File: config.mk
export PLATFORM = sky130hd
export DESIGN_NAME = irig_timekeeper_flat
export DESIGN_NICKNAME = d
export VERILOG_FILES = /design/src/rtl/irig_pkg.sv /design/src/rtl/irig_timekeeper_if.sv /design/src/rtl/irig_tod_incr.sv /design/src/rtl/irig_timekeeper.sv /design/src/flat_wrapper.sv
export SDC_FILE = /design/constraint.sdc
export NUM_CORES = 1
export LEC_CHECK = 0
export ABC_CLOCK_PERIOD_IN_PS = 5800
export BUFFER_PORTS_ARGS = -buffer_cell sky130_fd_sc_hd__buf_2
export CAP_MARGIN = 15
export CORE_ASPECT_RATIO = 1.75
export CORE_MARGIN = 5
export CORE_UTILIZATION = 50
export DETAILED_ROUTE_END_ITERATION = 10
export PLACE_DENSITY = 0.84
export SLEW_MARGIN = 5
export SYNTH_ARGS = -nofsm -noshare
export SYNTH_HDL_FRONTEND = slang
export SYNTH_SLANG_ARGS = --single-unit
File: constraint.sdc
create_clock -name clk -period 5.8 [get_ports clk]
set_input_delay 1.74 -clock clk [delete_from_list [all_inputs] [get_ports clk]]
set_output_delay 1.74 -clock clk [all_outputs]
set_load 0.005 [all_outputs]
File: src/rtl/irig_pkg.sv
// irig_pkg -- shared types and field limits for the IRIG time-of-day keeper.
// Rev 1.0
`default_nettype none
package irig_pkg;
  typedef enum logic [1:0] {
    ST_UNSYNC   = 2'd0,
    ST_LOCKED   = 2'd1,
    ST_HOLDOVER = 2'd2
  } state_t;

  localparam int SEC_W  = 6;
  localparam int MIN_W  = 6;
  localparam int HR_W   = 5;
  localparam int DAY_W  = 9;
  localparam int YEAR_W = 7;

  localparam int MAX_SEC  = 59;
  localparam int MAX_MIN  = 59;
  localparam int MAX_HR   = 23;
  localparam int MAX_YEAR = 99;

  // Last valid day-of-year; years divisible by four carry the extra day.
  function automatic logic [DAY_W-1:0] last_day(input logic [DAY_W-1:0] base,
                                                input logic [YEAR_W-1:0] year);
    return (year[1:0] == 2'b00) ? base + 9'd365 : base + 9'd364;
  endfunction
endpackage
`default_nettype wire

File: src/rtl/irig_timekeeper_if.sv
// irig_timekeeper_if -- decoder-side inputs and time outputs of the timekeeper.
// Rev 1.0
`default_nettype none
interface irig_timekeeper_if #(
  parameter int SUBSEC_W = 32
);
  import irig_pkg::*;

  logic                in_pps;
  logic                in_time_valid;
  logic [SEC_W-1:0]    in_sec;
  logic [MIN_W-1:0]    in_min;
  logic [HR_W-1:0]     in_hr;
  logic [DAY_W-1:0]    in_day;
  logic [YEAR_W-1:0]   in_year;
  logic                resync;

  logic [SEC_W-1:0]    sec;
  logic [MIN_W-1:0]    min;
  logic [HR_W-1:0]     hr;
  logic [DAY_W-1:0]    day;
  logic [YEAR_W-1:0]   year;
  logic [SUBSEC_W-1:0] subsec;
  logic                pps_out;
  logic                time_valid;
  logic [1:0]          state;
  logic                resync_evt;
  logic [3:0]          mismatch_cnt;

  modport master (
    output in_pps, in_time_valid, in_sec, in_min, in_hr, in_day, in_year, resync,
    input  sec, min, hr, day, year, subsec, pps_out, time_valid, state,
           resync_evt, mismatch_cnt
  );

  modport slave (
    input  in_pps, in_time_valid, in_sec, in_min, in_hr, in_day, in_year, resync,
    output sec, min, hr, day, year, subsec, pps_out, time_valid, state,
           resync_evt, mismatch_cnt
  );
endinterface
`default_nettype wire

File: src/rtl/irig_tod_incr.sv
// irig_tod_incr -- combinational next-second calculator with leap-year day wrap.
// Rev 1.0
`default_nettype none
module irig_tod_incr
  import irig_pkg::*;
#(
  parameter int DAY_BASE = 1
) (
  input  logic [SEC_W-1:0]  i_sec,
  input  logic [MIN_W-1:0]  i_min,
  input  logic [HR_W-1:0]   i_hr,
  input  logic [DAY_W-1:0]  i_day,
  input  logic [YEAR_W-1:0] i_year,
  output logic [SEC_W-1:0]  o_sec,
  output logic [MIN_W-1:0]  o_min,
  output logic [HR_W-1:0]   o_hr,
  output logic [DAY_W-1:0]  o_day,
  output logic [YEAR_W-1:0] o_year
);
  always_comb begin
    o_sec  = i_sec + SEC_W'(1);
    o_min  = i_min;
    o_hr   = i_hr;
    o_day  = i_day;
    o_year = i_year;
    if (i_sec >= SEC_W'(MAX_SEC)) begin
      o_sec = '0;
      o_min = i_min + MIN_W'(1);
      if (i_min >= MIN_W'(MAX_MIN)) begin
        o_min = '0;
        o_hr  = i_hr + HR_W'(1);
        if (i_hr >= HR_W'(MAX_HR)) begin
          o_hr  = '0;
          o_day = i_day + DAY_W'(1);
          if (i_day >= last_day(DAY_W'(DAY_BASE), i_year)) begin
            o_day  = DAY_W'(DAY_BASE);
            o_year = (i_year >= YEAR_W'(MAX_YEAR)) ? '0 : i_year + YEAR_W'(1);
          end
        end
      end
    end
  end
endmodule
`default_nettype wire

File: src/rtl/irig_timekeeper.sv
// irig_timekeeper -- time-of-day keeper with PPS qualification, holdover and resync.
// Rev 1.0
`default_nettype none
module irig_timekeeper
  import irig_pkg::*;
#(
  parameter int CLK_FREQ     = 100000000,
  parameter int SUBSEC_W     = 32,
  parameter int PPS_TOL      = 1000,
  parameter int HOLDOVER_MAX = 60,
  parameter int MISMATCH_LIM = 3,
  parameter int DAY_BASE     = 1
) (
  input logic             clk,
  input logic             rst,
  irig_timekeeper_if.slave bus
);
  localparam int HO_W = $clog2(HOLDOVER_MAX + 2);
  localparam logic [SUBSEC_W-1:0] c_win_lo  = SUBSEC_W'(CLK_FREQ - 1 - PPS_TOL);
  localparam logic [SUBSEC_W-1:0] c_timeout = SUBSEC_W'(CLK_FREQ - 1 + PPS_TOL);
  localparam logic [SUBSEC_W-1:0] c_period  = SUBSEC_W'(CLK_FREQ - 1);
  localparam logic [SUBSEC_W-1:0] c_tol     = SUBSEC_W'(PPS_TOL);

  state_t              r_state;
  logic [SEC_W-1:0]    r_sec;
  logic [MIN_W-1:0]    r_min;
  logic [HR_W-1:0]     r_hr;
  logic [DAY_W-1:0]    r_day;
  logic [YEAR_W-1:0]   r_year;
  logic [SUBSEC_W-1:0] r_subsec;
  logic                r_pps;
  logic                r_resync_evt;
  logic                r_resync_pend;
  logic [3:0]          r_mm_cnt;
  logic [HO_W-1:0]     r_ho_cnt;

  logic [SEC_W-1:0]    w_inc_sec;
  logic [MIN_W-1:0]    w_inc_min;
  logic [HR_W-1:0]     w_inc_hr;
  logic [DAY_W-1:0]    w_inc_day;
  logic [YEAR_W-1:0]   w_inc_year;

  logic                w_in_window, w_accept, w_timeout, w_ho_tick, w_tick, w_advance;
  logic                w_in_ok, w_differs, w_reload, w_unsync_load, w_load;
  logic [3:0]          w_mm_next;

  irig_tod_incr #(.DAY_BASE(DAY_BASE)) u_incr (
    .i_sec (r_sec),     .i_min (r_min),     .i_hr (r_hr),
    .i_day (r_day),     .i_year(r_year),
    .o_sec (w_inc_sec), .o_min (w_inc_min), .o_hr (w_inc_hr),
    .o_day (w_inc_day), .o_year(w_inc_year)
  );

  always_comb begin
    w_in_window = (r_subsec >= c_win_lo);
    w_accept    = bus.in_pps && ((r_state == ST_UNSYNC) || w_in_window);
    w_timeout   = (r_state == ST_LOCKED) && !w_accept && (r_subsec >= c_timeout);
    w_ho_tick   = (r_state == ST_HOLDOVER) && !w_accept && (r_subsec >= c_period);
    w_tick      = w_accept || w_timeout || w_ho_tick;
    w_advance   = w_tick && (r_state != ST_UNSYNC);

    w_in_ok = (bus.in_sec <= SEC_W'(MAX_SEC)) && (bus.in_min <= MIN_W'(MAX_MIN)) &&
              (bus.in_hr <= HR_W'(MAX_HR)) && (bus.in_year <= YEAR_W'(MAX_YEAR)) &&
              (bus.in_day >= DAY_W'(DAY_BASE)) &&
              (bus.in_day <= last_day(DAY_W'(DAY_BASE), bus.in_year));

    // Frames landing on a tick describe the second that tick just opened.
    w_differs = {bus.in_sec, bus.in_min, bus.in_hr, bus.in_day, bus.in_year} !=
                (w_advance ? {w_inc_sec, w_inc_min, w_inc_hr, w_inc_day, w_inc_year}
                           : {r_sec, r_min, r_hr, r_day, r_year});

    w_mm_next = (!w_in_ok || w_differs)
              ? ((r_mm_cnt == 4'hf) ? r_mm_cnt : r_mm_cnt + 4'd1) : 4'd0;

    w_reload      = (r_state != ST_UNSYNC) && bus.in_time_valid && w_in_ok &&
                    ((w_mm_next >= 4'(MISMATCH_LIM)) || r_resync_pend);
    w_unsync_load = (r_state == ST_UNSYNC) && bus.in_time_valid && w_in_ok;
    w_load        = w_reload || w_unsync_load;
  end

  always_ff @(posedge clk or posedge rst) begin
    if (rst) begin
      r_state       <= ST_UNSYNC;
      r_sec         <= '0;
      r_min         <= '0;
      r_hr          <= '0;
      r_day         <= '0;
      r_year        <= '0;
      r_subsec      <= '0;
      r_pps         <= 1'b0;
      r_resync_evt  <= 1'b0;
      r_resync_pend <= 1'b0;
      r_mm_cnt      <= '0;
      r_ho_cnt      <= '0;
    end else begin
      r_pps         <= w_tick;
      r_resync_evt  <= w_reload && (r_state == ST_LOCKED);
      r_resync_pend <= bus.resync || (r_resync_pend && !w_load);

      if (w_accept || w_ho_tick)         r_subsec <= '0;
      else if (w_timeout)                r_subsec <= c_tol;
      else if (r_subsec != '1)           r_subsec <= r_subsec + SUBSEC_W'(1);

      if (w_load) begin
        r_sec  <= bus.in_sec;
        r_min  <= bus.in_min;
        r_hr   <= bus.in_hr;
        r_day  <= bus.in_day;
        r_year <= bus.in_year;
      end else if (w_advance) begin
        r_sec  <= w_inc_sec;
        r_min  <= w_inc_min;
        r_hr   <= w_inc_hr;
        r_day  <= w_inc_day;
        r_year <= w_inc_year;
      end

      if (w_load)
        r_mm_cnt <= '0;
      else if (bus.in_time_valid && (r_state != ST_UNSYNC))
        r_mm_cnt <= w_mm_next;

      case (r_state)
        ST_UNSYNC: begin
          if (w_unsync_load) begin
            r_state  <= ST_LOCKED;
            r_ho_cnt <= '0;
          end
        end
        ST_LOCKED: begin
          if (w_timeout) begin
            r_state  <= ST_HOLDOVER;
            r_ho_cnt <= HO_W'(1);
          end
        end
        ST_HOLDOVER: begin
          if (w_accept) begin
            r_state  <= ST_LOCKED;
            r_ho_cnt <= '0;
          end else if (w_ho_tick) begin
            if (r_ho_cnt >= HO_W'(HOLDOVER_MAX)) begin
              r_state  <= ST_UNSYNC;
              r_ho_cnt <= '0;
            end else begin
              r_ho_cnt <= r_ho_cnt + HO_W'(1);
            end
          end
        end
        default: r_state <= ST_UNSYNC;
      endcase
    end
  end

  assign bus.sec          = r_sec;
  assign bus.min          = r_min;
  assign bus.hr           = r_hr;
  assign bus.day          = r_day;
  assign bus.year         = r_year;
  assign bus.subsec       = r_subsec;
  assign bus.pps_out      = r_pps;
  assign bus.time_valid   = (r_state != ST_UNSYNC);
  assign bus.state        = r_state;
  assign bus.resync_evt   = r_resync_evt;
  assign bus.mismatch_cnt = r_mm_cnt;
endmodule
`default_nettype wire

File: src/flat_wrapper.sv
// flat-port wrapper written by rule: the top's interface ports become plain ports
module irig_timekeeper_flat import irig_pkg::*;
#(
  parameter int CLK_FREQ     = 100000000,
  parameter int SUBSEC_W     = 32,
  parameter int PPS_TOL      = 1000,
  parameter int HOLDOVER_MAX = 60,
  parameter int MISMATCH_LIM = 3,
  parameter int DAY_BASE     = 1
)
  (clk, rst, bus_in_pps, bus_in_time_valid, bus_in_sec, bus_in_min, bus_in_hr, bus_in_day, bus_in_year, bus_resync, bus_sec, bus_min, bus_hr, bus_day, bus_year, bus_subsec, bus_pps_out, bus_time_valid, bus_state, bus_resync_evt, bus_mismatch_cnt);
  irig_timekeeper_if #(.SUBSEC_W(SUBSEC_W)) bus_i ();
  input logic clk;
  input logic rst;
  input wire logic [$bits(bus_i.in_pps)-1:0] bus_in_pps;
  input wire logic [$bits(bus_i.in_time_valid)-1:0] bus_in_time_valid;
  input wire logic [$bits(bus_i.in_sec)-1:0] bus_in_sec;
  input wire logic [$bits(bus_i.in_min)-1:0] bus_in_min;
  input wire logic [$bits(bus_i.in_hr)-1:0] bus_in_hr;
  input wire logic [$bits(bus_i.in_day)-1:0] bus_in_day;
  input wire logic [$bits(bus_i.in_year)-1:0] bus_in_year;
  input wire logic [$bits(bus_i.resync)-1:0] bus_resync;
  output wire logic [$bits(bus_i.sec)-1:0] bus_sec;
  output wire logic [$bits(bus_i.min)-1:0] bus_min;
  output wire logic [$bits(bus_i.hr)-1:0] bus_hr;
  output wire logic [$bits(bus_i.day)-1:0] bus_day;
  output wire logic [$bits(bus_i.year)-1:0] bus_year;
  output wire logic [$bits(bus_i.subsec)-1:0] bus_subsec;
  output wire logic [$bits(bus_i.pps_out)-1:0] bus_pps_out;
  output wire logic [$bits(bus_i.time_valid)-1:0] bus_time_valid;
  output wire logic [$bits(bus_i.state)-1:0] bus_state;
  output wire logic [$bits(bus_i.resync_evt)-1:0] bus_resync_evt;
  output wire logic [$bits(bus_i.mismatch_cnt)-1:0] bus_mismatch_cnt;
  assign bus_i.in_pps = bus_in_pps;
  assign bus_i.in_time_valid = bus_in_time_valid;
  assign bus_i.in_sec = bus_in_sec;
  assign bus_i.in_min = bus_in_min;
  assign bus_i.in_hr = bus_in_hr;
  assign bus_i.in_day = bus_in_day;
  assign bus_i.in_year = bus_in_year;
  assign bus_i.resync = bus_resync;
  assign bus_sec = bus_i.sec;
  assign bus_min = bus_i.min;
  assign bus_hr = bus_i.hr;
  assign bus_day = bus_i.day;
  assign bus_year = bus_i.year;
  assign bus_subsec = bus_i.subsec;
  assign bus_pps_out = bus_i.pps_out;
  assign bus_time_valid = bus_i.time_valid;
  assign bus_state = bus_i.state;
  assign bus_resync_evt = bus_i.resync_evt;
  assign bus_mismatch_cnt = bus_i.mismatch_cnt;
  irig_timekeeper #(.CLK_FREQ(CLK_FREQ), .SUBSEC_W(SUBSEC_W), .PPS_TOL(PPS_TOL), .HOLDOVER_MAX(HOLDOVER_MAX), .MISMATCH_LIM(MISMATCH_LIM), .DAY_BASE(DAY_BASE)) u_core (.clk(clk), .rst(rst), .bus(bus_i));
endmodule
Yosys cells after proc, flatten, opt, wreduce, memory -nomap -nowiden
Index checks and enable logic that the tools add are counted.

storage, ports and cells
  bits in registers = 80

operators by class
  $add $sub $neg = 8
  magnitude comparators = 16
  equal/unequal tests = 9
  multiplexer cells = 47
  reductions and logical operators = 39

operators with widths
  operator               count
  $ge 32x27->1 const B   3
  $mux 32                3
  $mux 6                 12
  $mux 9                 6
  $mux 7                 7
  $mux 33                1
  $ne 33x33->1           1
  $add 32x1->32 const B  1
  $ne 32x32->1 const B   1
  $mux 5                 5
  $add 6x1->6 const B    3
  $ge 6x6->1 const B     3
  $logic_and 1x1->1      18
  $pmux 6 s3             1
  $mux 4                 4
  $mux 2                 7
  $le 6x6->1 const B     2
  $add 9x1->9 const B    1
  $ge 9x1->1 const B     1
  $ge 9x9->1             1
  $le 9x9->1             1
  $logic_or 1x1->1       8
  $reduce_and 4->1       2
  $add 7x1->7 const B    1
  other kinds (18)       26

Depth between registers and ports, before layout
  word-level depth = 20
  gate-level depth with buffers = 18

By module
Synthesis repeated with hierarchy kept, for this count alone.

second synthesis, totals
  cells, all modules = 729
  area, all modules = 6411.1 um^2

modules (own cells, without submodules)
  module           times used  cells each  area each (um^2)  seq. area each (um^2)
  irig_timekeeper  1           578         5467.7            2001.9
  irig_tod_incr    1           151         943.4             0.0

Worst setup path after synthesis
OpenSTA, ideal clock, no wires.

  path kind = input port to flip-flop
  from = input bus_in_year[0]
  to = register u_core.r_min[1] (netlist: u_core.bus.min[1])
  library setup time = 128 ps
  arrival time = 4997 ps
  data required time = 5672 ps
  setup slack = 676 ps
  stages = 15
  path through = or2_2 -> ha_1 -> nor2b_1 -> o2111ai_1 -> o21ai_0 -> a211oi_1 -> o211a_1 -> o2111ai_1 -> a21oi_1 -> nand4b_1 -> or4_1 -> nor4_2 -> nor3_2 -> buf_6 -> mux2_1

between the ends
  longest elaborated chain between the ends = 12

ends and longest elaborated chain
  item                                             line                                          text
  start: declaration                               flat_wrapper.sv:21                            input wire logic [$bits(bus_i.in_year)-1:0] bus_in_year;
  $logic_not 2->1 or $le 7x7->1 (tied branches)    irig_pkg.sv:25, irig_timekeeper.sv:63
  $mux 2 or $logic_and 1x1->1 (tied branches)      irig_pkg.sv:25, irig_timekeeper.sv:63
  $le 9x9->1 or $logic_and 1x1->1 (tied branches)  irig_timekeeper.sv:65, irig_timekeeper.sv:63
  $logic_and 1x1->1                                irig_timekeeper.sv:64                         (bus.in_day >= DAY_W'(DAY_BASE)) &&
  $logic_not 1->1                                  irig_timekeeper.sv:72                         w_mm_next = (!w_in_ok || w_differs)
  $logic_or 1x1->1                                 irig_timekeeper.sv:72
  $mux 4                                           irig_timekeeper.sv:73                         ? ((r_mm_cnt == 4'hf) ? r_mm_cnt : r_mm_cnt + 4'd1) : 4'd0;
  $ge 4x2->1                                       irig_timekeeper.sv:76                         ((w_mm_next >= 4'(MISMATCH_LIM)) || r_resync_pend);
  $logic_or 1x1->1                                 irig_timekeeper.sv:76
  $logic_and 1x1->1                                irig_timekeeper.sv:75                         w_reload = (r_state != ST_UNSYNC) && bus.in_time_valid && w_in_ok &&
  $logic_or 1x1->1 (*)                             irig_timekeeper.sv:78                         w_load = w_reload || w_unsync_load;
  $mux 6 or $reduce_bool 2->1 (tied branches)      --
  end signal: assignment                           irig_timekeeper.sv:106                        r_min <= bus.in_min;
  end signal: assignment                           irig_timekeeper.sv:112                        r_min <= w_inc_min;
  end: declaration                                 irig_timekeeper.sv:26                         logic [MIN_W-1:0] r_min;

Every way passes the cells marked *; elsewhere a longest branch is shown, timed or not.
A chain may end at the register's enable or synchronous reset.

Worst setup path after layout
  from = input bus_in_year[0]
  to = register u_core.r_year[5] (netlist: u_core.bus.year[5])

between the ends
  longest elaborated chain between the ends = 12

ends and longest elaborated chain
  item                                             line                                          text
  $logic_not 2->1 or $le 7x7->1 (tied branches)    irig_pkg.sv:25, irig_timekeeper.sv:63
  $mux 2 or $logic_and 1x1->1 (tied branches)      irig_pkg.sv:25, irig_timekeeper.sv:63
  $le 9x9->1 or $logic_and 1x1->1 (tied branches)  irig_timekeeper.sv:65, irig_timekeeper.sv:63
  $logic_and 1x1->1                                irig_timekeeper.sv:64
  $logic_not 1->1                                  irig_timekeeper.sv:72
  $logic_or 1x1->1                                 irig_timekeeper.sv:72
  $mux 4                                           irig_timekeeper.sv:73
  $ge 4x2->1                                       irig_timekeeper.sv:76
  $logic_or 1x1->1                                 irig_timekeeper.sv:76
  $logic_and 1x1->1                                irig_timekeeper.sv:75
  $logic_or 1x1->1 (*)                             irig_timekeeper.sv:78
  $mux 7 or $reduce_bool 2->1 (tied branches)      --
  end signal: assignment                           irig_timekeeper.sv:109                        r_year <= bus.in_year;
  end signal: assignment                           irig_timekeeper.sv:115                        r_year <= w_inc_year;
  end: declaration                                 irig_timekeeper.sv:29                         logic [YEAR_W-1:0] r_year;

Marked as above.

==> flow_metrics.env <==
export IMPL_ys_flop_type="dfrtp_1"
export IMPL_whs_path_depth=1
export IMPL_drive_gt1_share_pct=19.8
export IMPL_power_frac_seq_pct=30.8
export IMPL_r2r_end="u_core.bus.year[5]"
export IMPL_hold_start="u_core.r_ho_cnt[4]"
export IMPL_post_cts_setup_buffers=0
export IMPL_ys_types=78
export IMPL_vias_per_cell=6.40
export IMPL_drt_wirelength_per_cell_um=20.5
export IMPL_fmax_ghz=0.186
export IMPL_end_kind="flip-flop"
export IMPL_tns_ps=0
export IMPL_dieArea_mm2=0.0153
export IMPL_p_per_area_mw_per_mm2=389
export IMPL_h_tree_depth=3
export IMPL_cap_viol_max_count=0
export IMPL_maxSlewViolCount=0
export IMPL_synth_edf_count=0
export IMPL_yosys_top_cells_area="dfrtp_1, nor2_1, nand2_1"
export IMPL_core_mm2=0.0126
export IMPL_fp_dieH_um=160
export IMPL_grt_pass1_vias=6845
export IMPL_clkPwrFrac_pct=22.4
export IMPL_synthesis_area_mm2=0.00643
export IMPL_hold_path_end="u_core.r_ho_cnt[4]"
export IMPL_die_w_um=95.7
export IMPL_synth_seq_cells=80
export IMPL_finalClockSkew_ps=8.27
export IMPL_cp_cell_sequence="buf_2 -> or2_2 -> ha_1 -> nor2b_1 -> o2111ai_1 -> o21ai_0 -> a211oi_1 -> o211a_1 -> o2111ai_1 -> a21oi_1 -> nand4b_1 -> or4_1 -> nor4_2 -> nor3_4 -> buf_12 -> mux2_1"
export IMPL_rsz0062_at_grt="false"
export IMPL_ctsResizeCount=0
export IMPL_initial_core_util_pct=51.2
export IMPL_yosysWarnings=0
export IMPL_required_ps=6010
export IMPL_antenna_left=0
export IMPL_sw_frac_of_total_pct=43.4
export IMPL_finalPower_w=0.00296
export IMPL_drt_iter0_drc=505
export IMPL_status="complete, no violations"
export IMPL_power_leakage_nw=3.38
export IMPL_syn_nets=825
export IMPL_layout_min_cycle_time_ps=5370
export IMPL_synthArstFlopShare_pct=100
export IMPL_synth_area_leader_cell="dfrtp_1"
export IMPL_root_buffer="clkbuf_16"
export IMPL_clk_latency_ps=340
export IMPL_drc=0
export IMPL_multi_input_area_mm2=0.00415
export IMPL_syn_avg_cell_area_um2=8.35
export IMPL_grt_util_all_layers_pct=28.9
export IMPL_synth_most_common_cell="dfrtp_1"
export IMPL_grt_pass1_wl_um=34700
export IMPL_cts_inserted_buffers=9
export IMPL_io_pins=112
export IMPL_fill_cells=1160
export IMPL_finalSetupViolCount=0
export IMPL_wirelength_um=21700
export IMPL_combPwrFrac_pct=46.7
export IMPL_rrSetupSlack_ps=780
export IMPL_cp_start_kind="input pin"
export IMPL_regArea_mm2=0.00200
export IMPL_critPathBufInv=2
export IMPL_hold_viol=0
export IMPL_switching_power_w=0.00128
export IMPL_slowest_delay_ps=590
export IMPL_cts_tree="built"
export IMPL_rows=54
export IMPL_nets=940
export IMPL_grt_max_degree=42
export IMPL_slowest_stage="or4_1"
export IMPL_synth_top_area_share_pct=31.1
export IMPL_p_int_w=0.00168
export IMPL_path_class="in -> reg"
export IMPL_overflow=0
export IMPL_r2r_start="u_core.bus.subsec[19]"
export IMPL_dpl_cell_area_mm2=0.00728
export IMPL_design_area_mm2=0.00762
export IMPL_worstPathMaxFanout=26
export IMPL_reg2reg_depth=13
export IMPL_antenna_found_initial=1
export IMPL_tightest_slew_ps=887
export IMPL_ir_drop_mv=0.236
export IMPL_cts_sinks=80
export IMPL_synthCells=770
export IMPL_critPathMostFrequentCell="o2111ai_1"
export IMPL_num_vias=6776
export IMPL_arrival_ps=5590
export IMPL_path_clk_slew_ps=70
export IMPL_portBuffers=111
export IMPL_max_slew_margin_rel_pct=40.4
export IMPL_ctsLongestPathBuffers=2
export IMPL_synth_common_cells="dfrtp_1, nor2_1, nand2_1"
export IMPL_place_detailed_hpwl_um=16700
export IMPL_cts_hold_buffers=0
export IMPL_area_growth_pct=18.5
export IMPL_gp_congestion=1.01
export IMPL_ys_seq_area_share_pct=31.1
export IMPL_hold_path_class="reg -> reg"
export IMPL_critPathTopFamily="simple AND/OR/NAND/NOR gates"
export IMPL_timing_final_crit_share_pct=92.6
export IMPL_firstDrtPassIters=6
sequential cells by signal, indices dropped and copies added (netlist names):
signal,flops
u_core.bus.subsec,32
u_core.bus.day,9
u_core.bus.year,7
u_core.bus.min,6
u_core.bus.sec,6
u_core.r_ho_cnt,6
u_core.bus.hr,5
u_core.bus.mismatch_cnt,4
u_core.bus.state,2
u_core.bus.pps_out,1
u_core.bus.resync_evt,1
u_core.r_resync_pend,1
power groups by stage:
| stage | Combinational [W] | Sequential (W) | Clock (W) |
|---|---|---|---|
| final | 0.00139 | 0.000914 | 0.000665 |
| after floorplan | 0.000910 | 0.000851 | 0 |
| after CTS | 0.00137 | 0.000906 | 0.000668 |
| after detailed placement | 0.00137 | 0.000915 | 0 |
| after global routing | 0.00153 | 0.000936 | 0.000688 |
| after global placement | 0.00135 | 0.000912 | 0 |
per-stage QoR:
stage / util [%] / setup WS, ps / hold WS (ps) / std cells
3_3_place_gp: 58.0 / 211 / 499 / 1042
5_1_grt: 60.7 / 294 / 533 / 1058
4_1_cts: 60.6 / 481 / 515 / 1057
2_1_floorplan: - / 676 / 473 / 770
3_5_place_dp: 58.0 / 145 / 505 / 1042
6_report: 60.7 / 427 / 523 / 1058
worst max-delay path by stage:
stage / end / slack, ps / cells after the start / startpoint
floorplan: u_core.bus.min[1] / 680 / 15 / bus_in_year[0]
global placement: u_core.bus.min[2] / 210 / 16 / bus_in_year[0]
detailed placement: u_core.bus.year[2] / 150 / 16 / bus_in_year[0]
CTS: u_core.bus.year[5] / 480 / 16 / bus_in_year[0]
global route: u_core.bus.year[5] / 290 / 16 / bus_in_year[0]
finish: u_core.bus.year[5] / 430 / 16 / bus_in_year[0]
cells in the final DEF, fill, tap and decap left out, drive strengths merged, types with 14 or more instances in the layout:
| cell | instances |
|---|---|
| nor3 | 21 |
| nand3 | 39 |
| buf | 134 |
| mux2i | 23 |
| dfrtp | 80 |
| xor2 | 30 |
| nor2 | 74 |
| a21oi | 34 |
| xnor2 | 27 |
| o31ai | 14 |
| nand2 | 72 |
| ha | 17 |
| mux2 | 16 |
| nand4 | 21 |
| inv | 39 |
| o21ai | 45 |
logic make-up (layout without fill, tap and decap cells):
kind of cell | after synthesis | count (layout) | synth area share, %
other | 0 | 1 | 0
flip-flops | 80 | 80 | 31.1
XOR/XNOR | 57 | 57 | 7.76
multiplexers | 39 | 39 | 6.96
AO/OA/AOI/OAI | 199 | 199 | 22.1
buffers and inverters | 71 | 190 | 4.53
adder cells (fa/ha/maj) | 18 | 18 | 3.46
AND/OR/NAND/NOR | 306 | 306 | 24.0
per-layer routing:
| metal | wire length (um) | track usage (%) | vias up |
|---|---|---|---|
| li1 | - | - | 3118 |
| met2 | 11100 | 50.0 | 349 |
| met3 | 1500 | 5.27 | 105 |
| met4 | 1670 | 19.8 | 0 |
| met1 | 7380 | 30.6 | 3204 |
| met5 | 0 | 0 | - |
area by class of cell:
type | instances | area share, %
multi-input combinational | 619 | 54.5
inverter | 41 | 2.04
tap | 168 | 2.76
antenna | 1 | 0.0328
clock inverter | 5 | 1.40
clock buffer | 10 | 3.00
timing repair buffer | 134 | 10.0
sequential | 80 | 26.3
No activity file was read; power rests on OpenSTA's default activity.
